**config.mk**
```make
export PLATFORM = sky130hd
export DESIGN_NAME = uart_tx
export DESIGN_NICKNAME = d
export VERILOG_FILES = /design/src/rtl/uart_pkg.sv /design/src/rtl/uart_bit_timer.sv /design/src/rtl/uart_tx.sv
export SDC_FILE = /design/constraint.sdc
export NUM_CORES = 1
export LEC_CHECK = 0
export ABC_AREA = 1
export CAP_MARGIN = 20
export CORE_ASPECT_RATIO = 1.5
export CORE_MARGIN = 2
export CORE_UTILIZATION = 53
export DETAILED_ROUTE_END_ITERATION = 7
export PLACE_DENSITY_LB_ADDON = 0.15
export SYNTH_ARGS = -nofsm -noshare
export SYNTH_HDL_FRONTEND = slang
export SYNTH_SLANG_ARGS = --single-unit
```
**constraint.sdc**
```tcl
create_clock -name clk -period 2.35 [get_ports clk]
set_input_delay 0.5875 -clock clk [delete_from_list [all_inputs] [get_ports clk]]
set_output_delay 0.5875 -clock clk [all_outputs]
set_load 0.02 [all_outputs]
```
**src/rtl/uart_pkg.sv**
```systemverilog
// Shared UART definitions: FSM state encoding, parity modes and bit-period width.
// Imported by both the transmitter and the receiver.
package uart_pkg;

    typedef enum logic [2:0] {
        S_IDLE       = 3'd0,
        S_START_BIT  = 3'd1,
        S_DATA_BITS  = 3'd2,
        S_PARITY_BIT = 3'd3,
        S_STOP_BIT   = 3'd4
    } uart_state_e;

    localparam int PARITY_NONE = 0;
    localparam int PARITY_EVEN = 1;
    localparam int PARITY_ODD  = 2;

    localparam int CPB_WIDTH = 13;
    localparam logic [CPB_WIDTH-1:0] CPB_MIN = 13'd2;

    function automatic logic [CPB_WIDTH-1:0] clamp_cpb(
        input logic [CPB_WIDTH-1:0] cpb
    );
        return (cpb < CPB_MIN) ? CPB_MIN : cpb;
    endfunction

endpackage

```
**src/rtl/uart_bit_timer.sv**
```systemverilog
// Bit-period timer: latches the period at load, counts 0..period-1 and
// strobes at terminal count while the engine is running.
module uart_bit_timer
    import uart_pkg::*;
(
    input  logic                 clk,
    input  logic                 rst,
    input  logic                 i_load,
    input  logic                 i_run,
    input  logic [CPB_WIDTH-1:0] i_cpb,
    output logic                 o_tc
);

    logic [CPB_WIDTH-1:0] r_period;
    logic [CPB_WIDTH-1:0] r_cnt;
    logic                 w_last;

    assign w_last = (r_cnt == r_period - 1'b1);
    assign o_tc   = i_run & w_last;

    always_ff @(posedge clk or negedge rst) begin
        if (!rst) begin
            r_period <= CPB_MIN;
            r_cnt    <= '0;
        end else if (i_load) begin
            r_period <= clamp_cpb(i_cpb);
            r_cnt    <= '0;
        end else if (i_run) begin
            r_cnt <= w_last ? '0 : r_cnt + 1'b1;
        end
    end

endmodule

```
**src/rtl/uart_tx.sv**
```systemverilog
// UART transmitter: valid/ready word input, one-entry hold register,
// LSB-first framing with optional parity and 1 or 2 stop bits.
module uart_tx
    import uart_pkg::*;
#(
    parameter int data_width = 8,
    parameter int PARITY     = 0,
    parameter int STOP_BITS  = 1
) (
    input  logic                  clk,
    input  logic                  rst,
    input  logic [CPB_WIDTH-1:0]  CLKS_PER_BIT,
    input  logic [data_width-1:0] tx_data,
    input  logic                  tx_valid,
    output logic                  tx_ready,
    output logic                  tx_serial,
    output logic                  busy,
    output logic                  done
);

    uart_state_e r_state, w_state_nxt;

    logic [data_width-1:0] r_shift, w_shift_nxt;
    logic [data_width-1:0] r_hold;
    logic                  r_par, w_par_nxt;
    logic                  r_hold_par;
    logic                  r_hold_full;
    logic [3:0]            r_bit_cnt, w_bit_cnt_nxt;
    logic                  r_stop_cnt, w_stop_cnt_nxt;
    logic                  r_tx_serial, w_serial_nxt;
    logic                  r_done, w_done_nxt;

    logic w_accept;
    logic w_load_in;
    logic w_load_hold;
    logic w_load;
    logic w_tc;
    logic w_in_par;
    logic w_run;

    assign w_accept  = tx_valid & ~r_hold_full;
    assign w_in_par  = (PARITY == PARITY_ODD) ? ~^tx_data : ^tx_data;
    assign w_load    = w_load_in | w_load_hold;
    assign w_run     = (r_state != S_IDLE);

    assign tx_ready  = ~r_hold_full;
    assign tx_serial = r_tx_serial;
    assign busy      = w_run;
    assign done      = r_done;

    uart_bit_timer u_timer (
        .clk    (clk),
        .rst    (rst),
        .i_load (w_load),
        .i_run  (w_run),
        .i_cpb  (CLKS_PER_BIT),
        .o_tc   (w_tc)
    );

    always_comb begin
        w_state_nxt    = r_state;
        w_shift_nxt    = r_shift;
        w_par_nxt      = r_par;
        w_bit_cnt_nxt  = r_bit_cnt;
        w_stop_cnt_nxt = r_stop_cnt;
        w_load_in      = 1'b0;
        w_load_hold    = 1'b0;
        w_done_nxt     = 1'b0;
        w_serial_nxt   = 1'b1;

        case (r_state)
            S_IDLE: begin
                if (w_accept) w_load_in = 1'b1;
            end
            S_START_BIT: begin
                if (w_tc) w_state_nxt = S_DATA_BITS;
            end
            S_DATA_BITS: begin
                if (w_tc) begin
                    w_shift_nxt = r_shift >> 1;
                    if (r_bit_cnt == 4'(data_width - 1)) begin
                        w_bit_cnt_nxt  = '0;
                        w_stop_cnt_nxt = 1'b0;
                        w_state_nxt    = (PARITY != PARITY_NONE) ?
                                         S_PARITY_BIT : S_STOP_BIT;
                    end else begin
                        w_bit_cnt_nxt = r_bit_cnt + 4'd1;
                    end
                end
            end
            S_PARITY_BIT: begin
                if (w_tc) begin
                    w_state_nxt    = S_STOP_BIT;
                    w_stop_cnt_nxt = 1'b0;
                end
            end
            S_STOP_BIT: begin
                if (w_tc) begin
                    if (r_stop_cnt == 1'(STOP_BITS - 1)) begin
                        w_done_nxt = 1'b1;
                        if (r_hold_full)   w_load_hold = 1'b1;
                        else if (w_accept) w_load_in   = 1'b1;
                        else               w_state_nxt = S_IDLE;
                    end else begin
                        w_stop_cnt_nxt = 1'b1;
                    end
                end
            end
            default: w_state_nxt = S_IDLE;
        endcase

        // A pending hold word always wins over a fresh offer.
        if (w_load_hold) begin
            w_shift_nxt = r_hold;
            w_par_nxt   = r_hold_par;
        end else if (w_load_in) begin
            w_shift_nxt = tx_data;
            w_par_nxt   = w_in_par;
        end
        if (w_load) begin
            w_state_nxt    = S_START_BIT;
            w_bit_cnt_nxt  = '0;
            w_stop_cnt_nxt = 1'b0;
        end

        case (w_state_nxt)
            S_START_BIT:  w_serial_nxt = 1'b0;
            S_DATA_BITS:  w_serial_nxt = w_shift_nxt[0];
            S_PARITY_BIT: w_serial_nxt = w_par_nxt;
            default:      w_serial_nxt = 1'b1;
        endcase
    end

    always_ff @(posedge clk or negedge rst) begin
        if (!rst) begin
            r_state     <= S_IDLE;
            r_shift     <= '0;
            r_par       <= 1'b0;
            r_bit_cnt   <= '0;
            r_stop_cnt  <= 1'b0;
            r_tx_serial <= 1'b1;
            r_done      <= 1'b0;
        end else begin
            r_state     <= w_state_nxt;
            r_shift     <= w_shift_nxt;
            r_par       <= w_par_nxt;
            r_bit_cnt   <= w_bit_cnt_nxt;
            r_stop_cnt  <= w_stop_cnt_nxt;
            r_tx_serial <= w_serial_nxt;
            r_done      <= w_done_nxt;
        end
    end

    always_ff @(posedge clk or negedge rst) begin
        if (!rst) begin
            r_hold      <= '0;
            r_hold_par  <= 1'b0;
            r_hold_full <= 1'b0;
        end else begin
            if (w_load_hold) r_hold_full <= 1'b0;
            if (w_accept && !w_load_in) begin
                r_hold      <= tx_data;
                r_hold_par  <= w_in_par;
                r_hold_full <= 1'b1;
            end
        end
    end

endmodule

```
---- Word-level counts from Yosys, hierarchy flattened ----
Cells that the tools add are included.
operators by class
  $add $sub $neg .......................... 3
  $lt $le $gt $ge ......................... 1
  eq/ne operators ......................... 13
  mux-type cells .......................... 46
  bitwise operators ....................... 4
  reduce and logical (&&, ||, !) cells .... 15
operators with widths
  cell                                                                      number
  13-bit 2-to-1 mux                                                         4
  8-bit 2-to-1 mux                                                          4
  3-bit 2-to-1 mux                                                          9
  1-bit 2-to-1 mux                                                          21
  4-bit 2-to-1 mux                                                          4
  3-bit case mux with 5 select lines                                        1
  13-bit by 1-bit adder with 13-bit output (second input constant)          1
  13-bit equality test                                                      1
  13-bit by 2-bit < comparator with 1-bit output (second input constant)    1
  13-bit by 1-bit subtractor with 13-bit output (second input constant)     1
  3-bit by 2-bit equality test with 1-bit output (second input constant)    4
  3-bit by 1-bit inequality test with 1-bit output (second input constant)  3
  3-bit nonzero test                                                        3
  2-bit nonzero test                                                        4
  8-bit XOR reduction                                                       1
  3-bit by 1-bit equality test with 1-bit output (second input constant)    2
  1-bit case mux with 3 select lines                                        2
  5-bit AND reduction                                                       1
  4-bit by 1-bit adder with 4-bit output (second input constant)            1
  4-bit by 3-bit equality test with 1-bit output (second input constant)    1
  2-bit AND reduction                                                       2
  4-bit nonzero test                                                        1
  3-bit equality test (second input constant)                               1
  3-bit logical NOT                                                         1
  7 further kinds                                                           8
storage, ports and cells
  flip-flop bits (word level) ............. 55
  input bits .............................. 24
  output and inout port bits .............. 4
  word-level logic and storage cells ...... 95

---- Logic depth before layout (Yosys ltp) ----
Gate-level depths: netlist (run 1).
  depth in word-level cells ............... 11
  gate-level depth with buffers ........... 19
  depth with buffers taken out ............ 19

---- Modules after synthesis ----
From an unflattened synthesis (run 1), not the netlist that was laid out.
second synthesis, totals
  cells, all modules ...................... 487
  area, all modules ....................... 3,469.6 um2
by module, submodules not included
  module          instances  cells an instance  area each (um2)  seq. area each (um2)
  uart_bit_timer  1          292                1,931.9          651.9
  uart_tx         1          195                1,537.7          701.9

---- Worst setup path after synthesis (run 1) ----
Ideal clock, no wire load.
  path type ............................... reg-to-reg
  from .................................... register u_timer.r_period[1]
  to ...................................... register r_par
  library setup time ...................... 119 ps
  arrival ................................. 2,082 ps
  required time ........................... 2,231 ps
  setup slack ............................. 149 ps
  stages on the path, launching flop included .. 14
  path buffers ............................ 1
  clock period less this slack ............ 2,201 ps
  path through ............................ dfstp_2 -> inv_1 -> ha_1 -> xnor2_1 -> nor2_1 -> nand3_1 -> nor2_1 -> nand3_1 -> o21bai_2 -> nand2_2 -> buf_6 -> a21oi_1 -> o21ai_1 -> and2_1
between the ends
  cells in the longest elaborated chain, start to end .. 7
  elaborated cells between the ends (all ways) .. 9
  classes of those cells .................. add/sub: 1; eq/ne: 1; mux: 6; bitwise: 1
ends and longest elaborated chain
  element                                          RTL line              text
  from (decl)                                      uart_bit_timer.sv:14  logic [CPB_WIDTH-1:0] r_period;
  from (signal assigned)                           uart_bit_timer.sv:26  r_period <= clamp_cpb(i_cpb);
  13-bit by 1-bit subtractor with 13-bit output *  uart_bit_timer.sv:18  assign w_last = (r_cnt == r_period - 1'b1);
  13-bit equality test *                           uart_bit_timer.sv:18
  1-bit AND *                                      uart_bit_timer.sv:19  assign o_tc = i_run & w_last;
  1-bit 2-to-1 mux                                 uart_tx.sv:98         if (w_tc) begin
  1-bit case mux with 2 select lines               uart_tx.sv:71         case (r_state)
  1-bit 2-to-1 mux                                 uart_tx.sv:116        end else if (w_load_in) begin
  1-bit 2-to-1 mux *                               uart_tx.sv:113        if (w_load_hold) begin
  named net w_par_nxt                              uart_tx.sv:25         logic r_par, w_par_nxt;
  to (signal assigned)                             uart_tx.sv:146        r_par <= w_par_nxt;
  to (decl)                                        uart_tx.sv:25
Mark *: on every way through the listed nets, which the timed path passes. The rest lies on a longest branch.
A chain may end at the register's enable or synchronous reset.

---- Worst setup path after layout (run 1) ----
Ends and elaborated chain as after synthesis.

==> out/qor.log, run 1 <==
[critical_path] data required time of the critical path 2.56 ns
[clock_network] number of clock buffers inserted by TritonCTS 5
[critical_path] maximum fanout along the worst path 5
[outcome] violations in the final reports negative setup slack
[hold_path] class of the tightest hold or removal check input pin to asynchronous set/reset pin
[cells_and_area] # fillers 468
[detailed_routing] Post-DRT Antenna Nets 0
[clock_network] clock sink count 54
[sta] Finish-stage setup viols 52
[placed_design] instance count after placement with tap cells included 577
[clock_network] H-tree depth 2
[synth] number of distinct standard cells referenced by the synthesized netlist 41
[cells_and_area] commonest non-fill, non-tap cells in the layout sky130_fd_sc_hd__nand2_1, sky130_fd_sc_hd__inv_1, sky130_fd_sc_hd__dfrtp_1
[synth] average instance area after synthesis 7.52 um2
[clock_network] root buffer cell sky130_fd_sc_hd__clkbuf_8
[clock_network] clock transition time at the flip-flop clock pins of the worst setup and hold paths 0.10 ns
[sta] hold slack 0.399 ns
[sta] clock period minus final worst setup slack 2.57 ns
[cells_and_area] Area Growth Syn to Fin 30.6%
[synth] YS warnings 0
[placed_design] routability congestion estimate 0.862
[placed_design] post-detailed-placement half-perimeter wirelength 6520 um
[pwr] leakage power summed over all cells 0.00206 uW
[cells_and_area] net total in the final layout 549
[synth] commonest register cell after synthesis sky130_fd_sc_hd__dfrtp_1
[cells_and_area] layout cells sized above 1 25.4%
[sta] fin crit share 110%
[global_route] pin count of the biggest net entering global routing 55
[sta] maximum frequency from static timing analysis 0.389 GHz
[detailed_routing] DRC violation count after routing 0
[sta] Worst Setup Slack, final -0.224 ns
[sta] Fin. Hold Viols 0
[synth] area share of the leading cell type in the synthesized netlist 37.9%
[pwr] Design Power 2730 uW
[critical_path] Setup CP Type flop to flop
[outcome] status complete, but fails checks
[synth] part of the Yosys area used for sequential elements 39.5%
[sta] max-slew violation count 0
[cells_and_area] leading cell type in the layout, fill and taps excluded sky130_fd_sc_hd__nand2_1
[pwr] power per standard cell area 609 mW/mm2
[global_route] antenna violations before repair 0
[clock_network] total of hold buffers inserted after clock tree synthesis 0
[synth] cell area after technology mapping 0.00343 mm2
[detailed_routing] drt pass-1 iters 4
[global_route] wire length of the first global-routing pass 14,200 um
[global_route] residual overflow from global routing 0
[synth] Synth Instances 456
[die] Ports 28
[sta] Worst Skew 0.0100 ns
[die] die area 0.00715 mm2
[synth] Post-synth EDFFs 0
[synth] Async SR Flop Fraction 100%
[sta] Max transition margin 52.0%
[die] Die Span X 69.7 um
[synth] Syn Nets 483
[sta] measured slew at the worst slew-check pin 0.720 ns
[detailed_routing] WL per Instance 15.2 um
[detailed_routing] via total after detailed routing 3,227
[global_route] global-route total usage across every layer 25.1%
[placed_design] Buffers on Ports 27
[synth] Yosys top cell by area sky130_fd_sc_hd__dfrtp_1
[cells_and_area] ant diodes 0
[clock_network] clock tree from TritonCTS built
[die] Core Region 0.00622 mm2
[synth] Area contributors post-synth sky130_fd_sc_hd__dfrtp_1, sky130_fd_sc_hd__nand2_1, sky130_fd_sc_hd__inv_1
[die] effective utilization at floorplan 55.2%
[global_route] number of global-route vias before repair 3,184
[sta] setup repair after global routing missed its margin true
[die] vertical extent of the die 103 um
[pwr] Worst VDD drop 0.000344 V
[critical_path] Crit. End Element flop
[die] total number of placement rows 35
[synth] register bit total from synthesis 54
[cells_and_area] Final Non-Filler Cells 597
[clock_network] Clock Latency Late Sink 0.31 ns
[detailed_routing] detailed-route wire length 9060 um
[detailed_routing] drt first-iter violations 164
[critical_path] endpoint arrival time on the critical path 2.78 ns
[job] Max Cap Violations 0
[critical_path] launching element type of the critical path flop
[detailed_routing] post-detailed-route via-to-cell ratio 5.41
[clock_network] clock tree buffer depth 2
report_power, final:
part	internal, uW	switching (uW)
logic	346	468
registers	1030	123
clock network	454	310
state kept, by name, summed over array words and instances, names as in the netlist:
name              count
u_timer.r_cnt        13
r_state               3
r_hold_full           1
done                  1
tx_serial             1
u_timer.r_period     13
r_bit_cnt             4
r_par                 1
r_shift               8
r_hold                8
r_hold_par            1
Yosys cell counts, types with 6 or more instances:
library cell and n:
sky130_fd_sc_hd__nor2_4 7, sky130_fd_sc_hd__xnor2_1 15, sky130_fd_sc_hd__xor2_1 9, sky130_fd_sc_hd__o21ai_1 9, sky130_fd_sc_hd__inv_1 62, sky130_fd_sc_hd__o21ai_0 27
sky130_fd_sc_hd__nand2_1 130, sky130_fd_sc_hd__nor2_1 25, sky130_fd_sc_hd__a21oi_1 10, sky130_fd_sc_hd__nand3_1 32, sky130_fd_sc_hd__dfrtp_1 52, sky130_fd_sc_hd__nand2_2 6
sky130_fd_sc_hd__nor3_1 9, sky130_fd_sc_hd__inv_2 8, sky130_fd_sc_hd__nor2_2 8
through the flow:
| step | setup slack [ns] | instance area [um2] | TNS [ns] | utilization, % |
|---|---|---|---|---|
| 3_5_place_dp | -0.0243 | 3940 | -0.0243 | 63.3 |
| 6_report | -0.224 | 4480 | -4.58 | 72.1 |
| 5_1_grt | -0.249 | 4480 | -8.15 | 72.1 |
| 3_3_place_gp | 0.0364 | 3940 | 0 | 63.3 |
| 4_1_cts | 0.0180 | 4100 | 0 | 65.9 |
| 2_1_floorplan | 0.149 | 3430 | 0 | - |
routing by layer:
layer / wire, um / global-route usage (%) / up-vias
li1: - / - / 1602
met1: 3340 / 25.8 / 1506
met2: 4930 / 49.9 / 81
met3: 273 / 2.74 / 38
met4: 520 / 13.2 / 0
met5: 0 / 0 / -
logic make-up (layout without fill, tap and decap cells):
group                    after synthesis  in the layout  synth area share (%)
adder cells (fa/ha/maj)                3              3                  1.09
XOR/XNOR                              24             24                  6.13
buffers and inverters                 77            141                  9.04
AND/OR/NAND/NOR                      235            238                  33.4
flip-flops                            54             54                  39.5
AO/OA/AOI/OAI                         63             63                  10.8
critical path, cell delays in order (launching register included):
cell and delay, ns:
sky130_fd_sc_hd__dfstp_2 0.55, sky130_fd_sc_hd__inv_2 0.04, sky130_fd_sc_hd__ha_4 0.21, sky130_fd_sc_hd__xnor2_2 0.12
sky130_fd_sc_hd__nor2_1 0.16, sky130_fd_sc_hd__buf_4 0.14, sky130_fd_sc_hd__nand3_2 0.07, sky130_fd_sc_hd__nor2_2 0.12
sky130_fd_sc_hd__nand3_2 0.17, sky130_fd_sc_hd__o21bai_4 0.23, sky130_fd_sc_hd__nand2_4 0.12, sky130_fd_sc_hd__buf_6 0.17
sky130_fd_sc_hd__a21oi_2 0.15, sky130_fd_sc_hd__o21ai_2 0.08, sky130_fd_sc_hd__and2_1 0.14
timing repair:
| item | in CTS | in global routing |
|---|---|---|
| endpoints found under the setup margin | 8 | 53 |
| pin swaps | 1 | 17 |
| buffers inserted | 1 | 9 |
| cloned | 0 | 4 |
| gates resized for setup | 4 | 81 |
worst paths after layout:
check,start,end,slack (ns),cells past startpoint
min in group clk,r_hold[2],r_shift[2],0.49,2
max in group asynchronous,rst,r_hold_full,1.44,2
setup / recovery,u_timer.r_period[1],r_par,-0.22,14
hold reg to reg,r_hold[2],r_shift[2],0.49,2
setup reg to reg,u_timer.r_period[1],r_par,-0.22,14
hold / removal,rst,u_timer.r_period[4],0.40,2
cell type report:
cell class	instances	area [um2]	area share (%)
clock buffer	6	82.6	1.84
clock inverter	2	60.1	1.34
inverter	72	282	6.28
multi-input combinational	328	2020	45.1
sequential	54	1360	30.2
tap	74	92.6	2.07
timing repair buffer	61	589	13.1
Power figures use the tool's default switching activity.
==> run 2, diff against run 1 <==
CORE_ASPECT_RATIO = unset   (was 1.5)
GPL_ROUTABILITY_DRIVEN = 0   (was unset)
==> out/qor.log, run 2 (same netlist as run 1, synthesis figures left out) <==
[sta] Finish-stage setup viols 0 [was 52]
[sta] Worst Setup Slack, final 0.0670 ns [was -0.224 ns]
[detailed_routing] Post-DRT Antenna Nets 0 [unchanged]
[global_route] global-route total usage across every layer 23.8% [was 25.1%]
[critical_path] endpoint arrival time on the critical path 2.55 ns [was 2.78 ns]
[clock_network] Clock Latency Late Sink 0.32 ns [was 0.31 ns]
[critical_path] maximum fanout along the worst path 5 [unchanged]
[pwr] share of total power in combinational logic 31.5% [was 29.8%]
[sta] setup repair after global routing missed its margin true [unchanged]
[detailed_routing] drt first-iter violations 193 [was 164]
[clock_network] clock sink count 54 [unchanged]
[clock_network] number of clock buffers inserted by TritonCTS 5 [unchanged]
[sta] Fin. Hold Viols 0 [unchanged]
[global_route] number of global-route vias before repair 3,068 [was 3,184]
[cells_and_area] layout cells sized above 1 20.4% [was 25.4%]
[critical_path] Bufs and invs on worst path 1 [was 3]
[detailed_routing] detailed-route wire length 8350 um [was 9060 um]
[job] Max Cap Violations 0 [unchanged]
[cells_and_area] Area Growth Syn to Fin 23.2% [was 30.6%]
[die] effective utilization at floorplan 54.3% [was 55.2%]
[cells_and_area] total area of multi-input combinational cells 0.00191 mm2 [was 0.00202 mm2]
[global_route] pin count of the biggest net entering global routing 28 [was 55]
[outcome] status finished clean [was complete, but fails checks]
[critical_path] launching element type of the critical path flop [unchanged]
[die] Ports 28 [unchanged]
[cells_and_area] # fillers 531 [was 468]
[sta] clock period minus final worst setup slack 2.28 ns [was 2.57 ns]
[detailed_routing] WL per Instance 14.1 um [was 15.2 um]
[global_route] residual overflow from global routing 0 [unchanged]
[detailed_routing] DRC violation count after routing 0 [unchanged]
[pwr] sequential fraction of design power 47.2% [was 42.2%]
[sta] max-slew violation count 0 [unchanged]
[pwr] share of total power in the clock network 21.3% [was 28.0%]
[pwr] Design Power 2480 uW [was 2730 uW]
[clock_network] clock transition time at the flip-flop clock pins of the worst setup and hold paths 0.10 ns [about the same]
[cells_and_area] leading cell type in the layout, fill and taps excluded sky130_fd_sc_hd__nand2_1 [unchanged]
[cells_and_area] net total in the final layout 541 [was 549]
[critical_path] largest stage delay on the critical path 0.55 ns [about the same]
[critical_path] data required time of the critical path 2.62 ns [was 2.56 ns]
[critical_path] Crit. End Element flop [unchanged]
[sta] maximum frequency from static timing analysis 0.438 GHz [was 0.389 GHz]
[cells_and_area] registers with the most flip-flops u_timer.r_cnt (13), u_timer.r_period (13) [unchanged]
[detailed_routing] via total after detailed routing 3,182 [was 3,227]
[detailed_routing] post-detailed-route via-to-cell ratio 5.38 [was 5.41]
[sta] hold slack 0.213 ns [was 0.399 ns]
[critical_path] cell breakdown of the critical path inv_2, ha_4, xnor2_1, nor2_1, nand3_1, nor2_1, nand3b_1, nor2_2, nand2_4, nor2_8, nand2_4, nor2_4, nand2_2, nand3_2, nand2_1, nand2_1 [was inv_2, ha_4, xnor2_2, nor2_1, buf_4, nand3_2, nor2_2, nand3_2, o21bai_4, nand2_4, buf_6, a21oi_2, o21ai_2, and2_1]
[cells_and_area] sequential cell area in the final layout 0.00136 mm2 [unchanged]
[die] die area 0.00713 mm2 [was 0.00715 mm2]
[clock_network] H-tree depth 2 [unchanged]
[pwr] net switching component of the power 908 uW [was 901 uW]
[critical_path] critical-path cell with the highest stage delay sky130_fd_sc_hd__dfstp_2 [unchanged]
[critical_path] Setup CP Type flop to flop [unchanged]
[hold_path] class of the tightest hold or removal check input pin to asynchronous set/reset pin [unchanged]
[detailed_routing] drt pass-1 iters 6 [was 4]
[pwr] Internal Power 1570 uW [was 1830 uW]
[pwr] switching share of power 36.7% [was 33.0%]
[cells_and_area] commonest non-fill, non-tap cells in the layout sky130_fd_sc_hd__nand2_1, sky130_fd_sc_hd__inv_1, sky130_fd_sc_hd__dfrtp_1 [unchanged]
[clock_network] clock tree from TritonCTS built [unchanged]
[die] Core Region 0.00631 mm2 [was 0.00622 mm2]
[pwr] Worst VDD drop 0.000400 V [was 0.000344 V]
[clock_network] root buffer cell sky130_fd_sc_hd__clkbuf_8 [unchanged]
[placed_design] post-detailed-placement half-perimeter wirelength 6250 um [was 6520 um]
[die] Die Span X 84.5 um [was 69.7 um]
[sta] Worst Skew 0.00928 ns [was 0.0100 ns]
[global_route] wire length of the first global-routing pass 13,600 um [was 14,200 um]
[critical_path] critical path's top delay family simple AND/OR/NAND/NOR gates [unchanged]
[placed_design] Buffers on Ports 27 [unchanged]
[sta] measured slew at the worst slew-check pin 0.483 ns [was 0.720 ns]
[sta] Max transition margin 67.8% [was 52.0%]
[die] total number of placement rows 29 [was 35]
[placed_design] post-place setup slack -0.0124 ns [was -0.0243 ns]
[sta] fin crit share 97.2% [was 110%]
[critical_path] R2R setup slack 0.07 ns [was -0.22 ns]
[die] vertical extent of the die 84.5 um [was 103 um]
[clock_network] clock tree buffer depth 2 [unchanged]
[global_route] antenna violations before repair 0 [unchanged]
[pwr] power per standard cell area 586 mW/mm2 [was 609 mW/mm2]
[sta] Fin Setup TNS 0 ns [was -4.58 ns]
[pwr] leakage power summed over all cells 0.00197 uW [was 0.00206 uW]
[cells_and_area] ant diodes 0 [unchanged]
-- run 2: layer usage --
layer,global-route usage [%],wire length [um],up-vias
met5,0,0,-
met4,11.4,278,0
met3,3.74,288,24
met2,41.7,4270,87
met1,28.5,3510,1497
li1,-,-,1574
-- run 2: timing repair --
| item | CTS | global route |
|---|---|---|
| hold buffers | 0 | 0 |
| hold endpoints to repair | 0 | 0 |
| pin swaps | 3 | 16 |
| gates resized for setup | 4 | 38 |
| setup endpoints to repair | 7 | 46 |
| cloned | 0 | 1 |
| setup buffers | 0 | 4 |
-- run 2: worst register-to-register path: cells and delay by family, from the launching register on --
family / cells / cell delay [ns]
XOR/XNOR: 1 / 0.11
adder cells (fa/ha/maj): 1 / 0.23
buffers and inverters: 1 / 0.04
flip-flops: 1 / 0.55
AND/OR/NAND/NOR: 13 / 1.32
-- run 2: worst paths after layout --
path	start	endpoint	depth (start not counted)
hold / removal	rst	u_timer.r_cnt[12]	1
setup / recovery	u_timer.r_period[1]	tx_serial	16
setup reg to reg	u_timer.r_period[1]	tx_serial	16
max in group asynchronous	rst	tx_serial	2
min in group clk	r_shift[1]	r_shift[1]	2
hold reg to reg	r_shift[1]	r_shift[1]	2
-- run 2: through the flow --
| stage | util (%) | instance area, um2 | cells |
|---|---|---|---|
| 2_1_floorplan | - | 3430 | 456 |
| 3_5_place_dp | 62.5 | 3950 | 579 |
| 5_1_grt | 66.9 | 4230 | 592 |
| 4_1_cts | 64.1 | 4050 | 587 |
| 3_3_place_gp | 62.5 | 3950 | 579 |
| 6_report | 66.9 | 4230 | 592 |
-- run 2: power groups by stage --
stage / registers, uW / logic [uW] / clock network (uW)
5_1_grt: 1170 / 889 / 569
4_1_cts: 1160 / 751 / 535
3_3_place_gp: 1180 / 722 / 0
6_report: 1170 / 781 / 527
3_5_place_dp: 1180 / 738 / 0
2_1_floorplan: 1130 / 562 / 0
-- run 2: layout make-up --
class	count	share of cell area [%]
Inverter	72	6.57
Clock inverter	2	0.326
Tap cell	77	2.28
Timing Repair Buffer	55	11.9
Clock buffer	6	1.72
Multi-Input combinational cell	326	45.2
Sequential cell	54	32.1
==> run 3, diff against run 2 <==
CORE_MARGIN = 4   (was 2)
==> out/qor.log, run 3 (same netlist as run 1, synthesis figures left out) <==
[outcome] status finished clean [unchanged]
[sta] max-slew violation count 0 [unchanged]
[sta] Fin. Hold Viols 0 [unchanged]
[cells_and_area] Area Growth Syn to Fin 26.3% [was 23.2%]
[die] Ports 28 [unchanged]
[cells_and_area] layout cells sized above 1 21.7% [was 20.4%]
[global_route] most used routing layer met2 [unchanged]
[detailed_routing] Post-DRT Antenna Nets 0 [unchanged]
[clock_network] total of hold buffers inserted after clock tree synthesis 0 [unchanged]
[global_route] number of global-route vias before repair 3,043 [was 3,068]
[placed_design] post-detailed-placement half-perimeter wirelength 6380 um [was 6250 um]
[detailed_routing] detailed-route wire length 8630 um [was 8350 um]
[clock_network] clock tree from TritonCTS built [unchanged]
[clock_network] clock tree buffer depth 2 [unchanged]
[pwr] leakage power summed over all cells 0.00202 uW [was 0.00197 uW]
[critical_path] Setup CP Type flop to flop [unchanged]
[hold_path] class of the tightest hold or removal check input pin to asynchronous set/reset pin [unchanged]
[sta] fin crit share 99.4% [was 97.2%]
[die] Core Region 0.00631 mm2 [unchanged]
[critical_path] Crit. End Element flop [unchanged]
[detailed_routing] drt pass-1 iters 4 [was 6]
[detailed_routing] WL per Instance 14.4 um [was 14.1 um]
[die] Die Span X 88.5 um [was 84.5 um]
[clock_network] clock transition time at the flip-flop clock pins of the worst setup and hold paths 0.10 ns [about the same]
[clock_network] root buffer cell sky130_fd_sc_hd__clkbuf_8 [unchanged]
[cells_and_area] Final Non-Filler Cells 598 [was 592]
[critical_path] launching element type of the critical path flop [unchanged]
[placed_design] instance count after placement with tap cells included 577 [was 579]
[die] total number of placement rows 29 [unchanged]
[detailed_routing] DRC violation count after routing 0 [unchanged]
[sta] Max transition margin 53.4% [was 67.8%]
[pwr] share of total power in the clock network 22.0% [was 21.3%]
[pwr] power per standard cell area 579 mW/mm2 [was 586 mW/mm2]
[global_route] met2 track demand over resource 39.6% [was 41.7%]
[sta] maximum frequency from static timing analysis 0.428 GHz [was 0.438 GHz]
[cells_and_area] registers with the most flip-flops u_timer.r_cnt (13), u_timer.r_period (13) [unchanged]
[critical_path] endpoint arrival time on the critical path 2.55 ns [about the same]
[detailed_routing] via total after detailed routing 3,173 [was 3,182]
[sta] Finish-stage setup viols 0 [unchanged]
[sta] Fin Setup TNS 0 ns [unchanged]
[global_route] M3 GR Usage 2.79% [was 3.74%]
[clock_network] Clock Latency Late Sink 0.31 ns [was 0.32 ns]
[sta] measured slew at the worst slew-check pin 0.699 ns [was 0.483 ns]
[sta] setup repair after global routing missed its margin true [unchanged]
[detailed_routing] drt first-iter violations 179 [was 193]
[job] Max Cap Violations 0 [unchanged]
[global_route] pin count of the biggest net entering global routing 55 [was 28]
[global_route] GR Util met1 27.8% [was 28.5%]
[critical_path] maximum fanout along the worst path 5 [unchanged]
[detailed_routing] post-detailed-route via-to-cell ratio 5.31 [was 5.38]
[global_route] residual overflow from global routing 0 [unchanged]
[cells_and_area] commonest non-fill, non-tap cells in the layout sky130_fd_sc_hd__nand2_1, sky130_fd_sc_hd__inv_1, sky130_fd_sc_hd__dfrtp_1 [unchanged]
[clock_network] clock sink count 54 [unchanged]
[die] vertical extent of the die 88.5 um [was 84.5 um]
[global_route] wire length of the first global-routing pass 13,700 um [was 13,600 um]
[pwr] sequential fraction of design power 46.1% [was 47.2%]
[critical_path] data required time of the critical path 2.56 ns [was 2.62 ns]
[pwr] Internal Power 1610 uW [was 1570 uW]
[clock_network] number of clock buffers inserted by TritonCTS 5 [unchanged]
[die] effective utilization at floorplan 54.3% [unchanged]
[cells_and_area] leading cell type in the layout, fill and taps excluded sky130_fd_sc_hd__nand2_1 [unchanged]
[cells_and_area] ant diodes 0 [unchanged]
[die] die area 0.00782 mm2 [was 0.00713 mm2]
[placed_design] Buffers on Ports 27 [unchanged]
[clock_network] H-tree depth 2 [unchanged]
[pwr] Worst VDD drop 0.000588 V [was 0.000400 V]
[pwr] share of total power in combinational logic 31.9% [was 31.5%]
[sta] Worst Skew 0.0109 ns [was 0.00928 ns]
[pwr] switching share of power 36.0% [was 36.7%]
[pwr] net switching component of the power 905 uW [was 908 uW]
[global_route] global-route total usage across every layer 22.5% [was 23.8%]
[global_route] antenna violations before repair 0 [unchanged]
[cells_and_area] net total in the final layout 547 [was 541]
[sta] clock period minus final worst setup slack 2.34 ns [was 2.28 ns]
## run 3: cell count changes in the layout (fill, tap and decap cells not counted), sizes merged
cell and delta:
buf +5, clkbuf +1, clkinvlp +1, inv -1
## run 3: worst paths after layout
check / start / end / slack [ns] / cells past startpoint
max: u_timer.r_period[1] / r_par / 0.01 / 13
min: rst / u_timer.r_period[12] / 0.39 / 2
max reg2reg: u_timer.r_period[1] / r_par / 0.01 / 13
min reg2reg: r_hold[7] / r_hold[7] / 0.50 / 2
max in group asynchronous: rst / u_timer.r_period[2] / 1.49 / 2
min in group clk: r_hold[7] / r_hold[7] / 0.50 / 2
## run 3: cell type report
class / count / area [um2]
clock buffers: 6 / 82.6
clock inverters: 2 / 12.5
fillers: 540 / 1980
inverters: 72 / 279
multi-input cells: 326 / 1920
flip-flops and latches: 54 / 1350
well taps: 77 / 96.3
repair buffers: 61 / 587
## run 3: worst max-delay path, cell delays in order, from the launching register on
cell and delay [ns]:
sky130_fd_sc_hd__dfstp_2 0.55, sky130_fd_sc_hd__inv_2 0.05, sky130_fd_sc_hd__ha_4 0.21, sky130_fd_sc_hd__xnor2_1 0.11, sky130_fd_sc_hd__nor2_1 0.13, sky130_fd_sc_hd__nand3_1 0.11
sky130_fd_sc_hd__nor2_2 0.11, sky130_fd_sc_hd__nand3_2 0.14, sky130_fd_sc_hd__o21bai_4 0.21, sky130_fd_sc_hd__nand2_4 0.10, sky130_fd_sc_hd__buf_6 0.16, sky130_fd_sc_hd__a21oi_2 0.10
sky130_fd_sc_hd__o21ai_1 0.08, sky130_fd_sc_hd__and2_1 0.17
## run 3: metal layers
metal	vias up	routed length, um	share of wire, %
met3	20	322	3.7
met2	85	4490	52
met4	0	233	2.7
li1	1587	-	-
met5	-	0	0
met1	1481	3580	41
## run 3: power groups by stage
stage / combinational [uW] / clock [uW] / sequential, uW
detailed placement: 760 / 0 / 1170
finish: 800 / 553 / 1160
global route: 907 / 598 / 1170
floorplan: 562 / 0 / 1130
global placement: 739 / 0 / 1170
CTS: 774 / 563 / 1160
## run 3: what timing repair did
item / CTS / global route
setup endpoints to repair: 28 / 47
pin swaps: 6 / 16
cloned: 0 / 3
buffers inserted: 2 / 8
resized for setup: 11 / 43
## run 3: through the flow
stage | hold WS [ns] | power [uW] | instance area (um2) | utilization, % | worst slack (ns)
after floorplan | 0.292 | 1690 | 3430 | - | 0.149
after global placement | 0.462 | 1910 | 3930 | 62.3 | -0.0545
after detailed placement | 0.475 | 1930 | 3930 | 62.3 | -0.0803
after CTS | 0.421 | 2490 | 4090 | 64.8 | 0.00567
after global routing | 0.443 | 2670 | 4330 | 68.6 | -0.0959
final | 0.390 | 2510 | 4330 | 68.6 | 0.0134
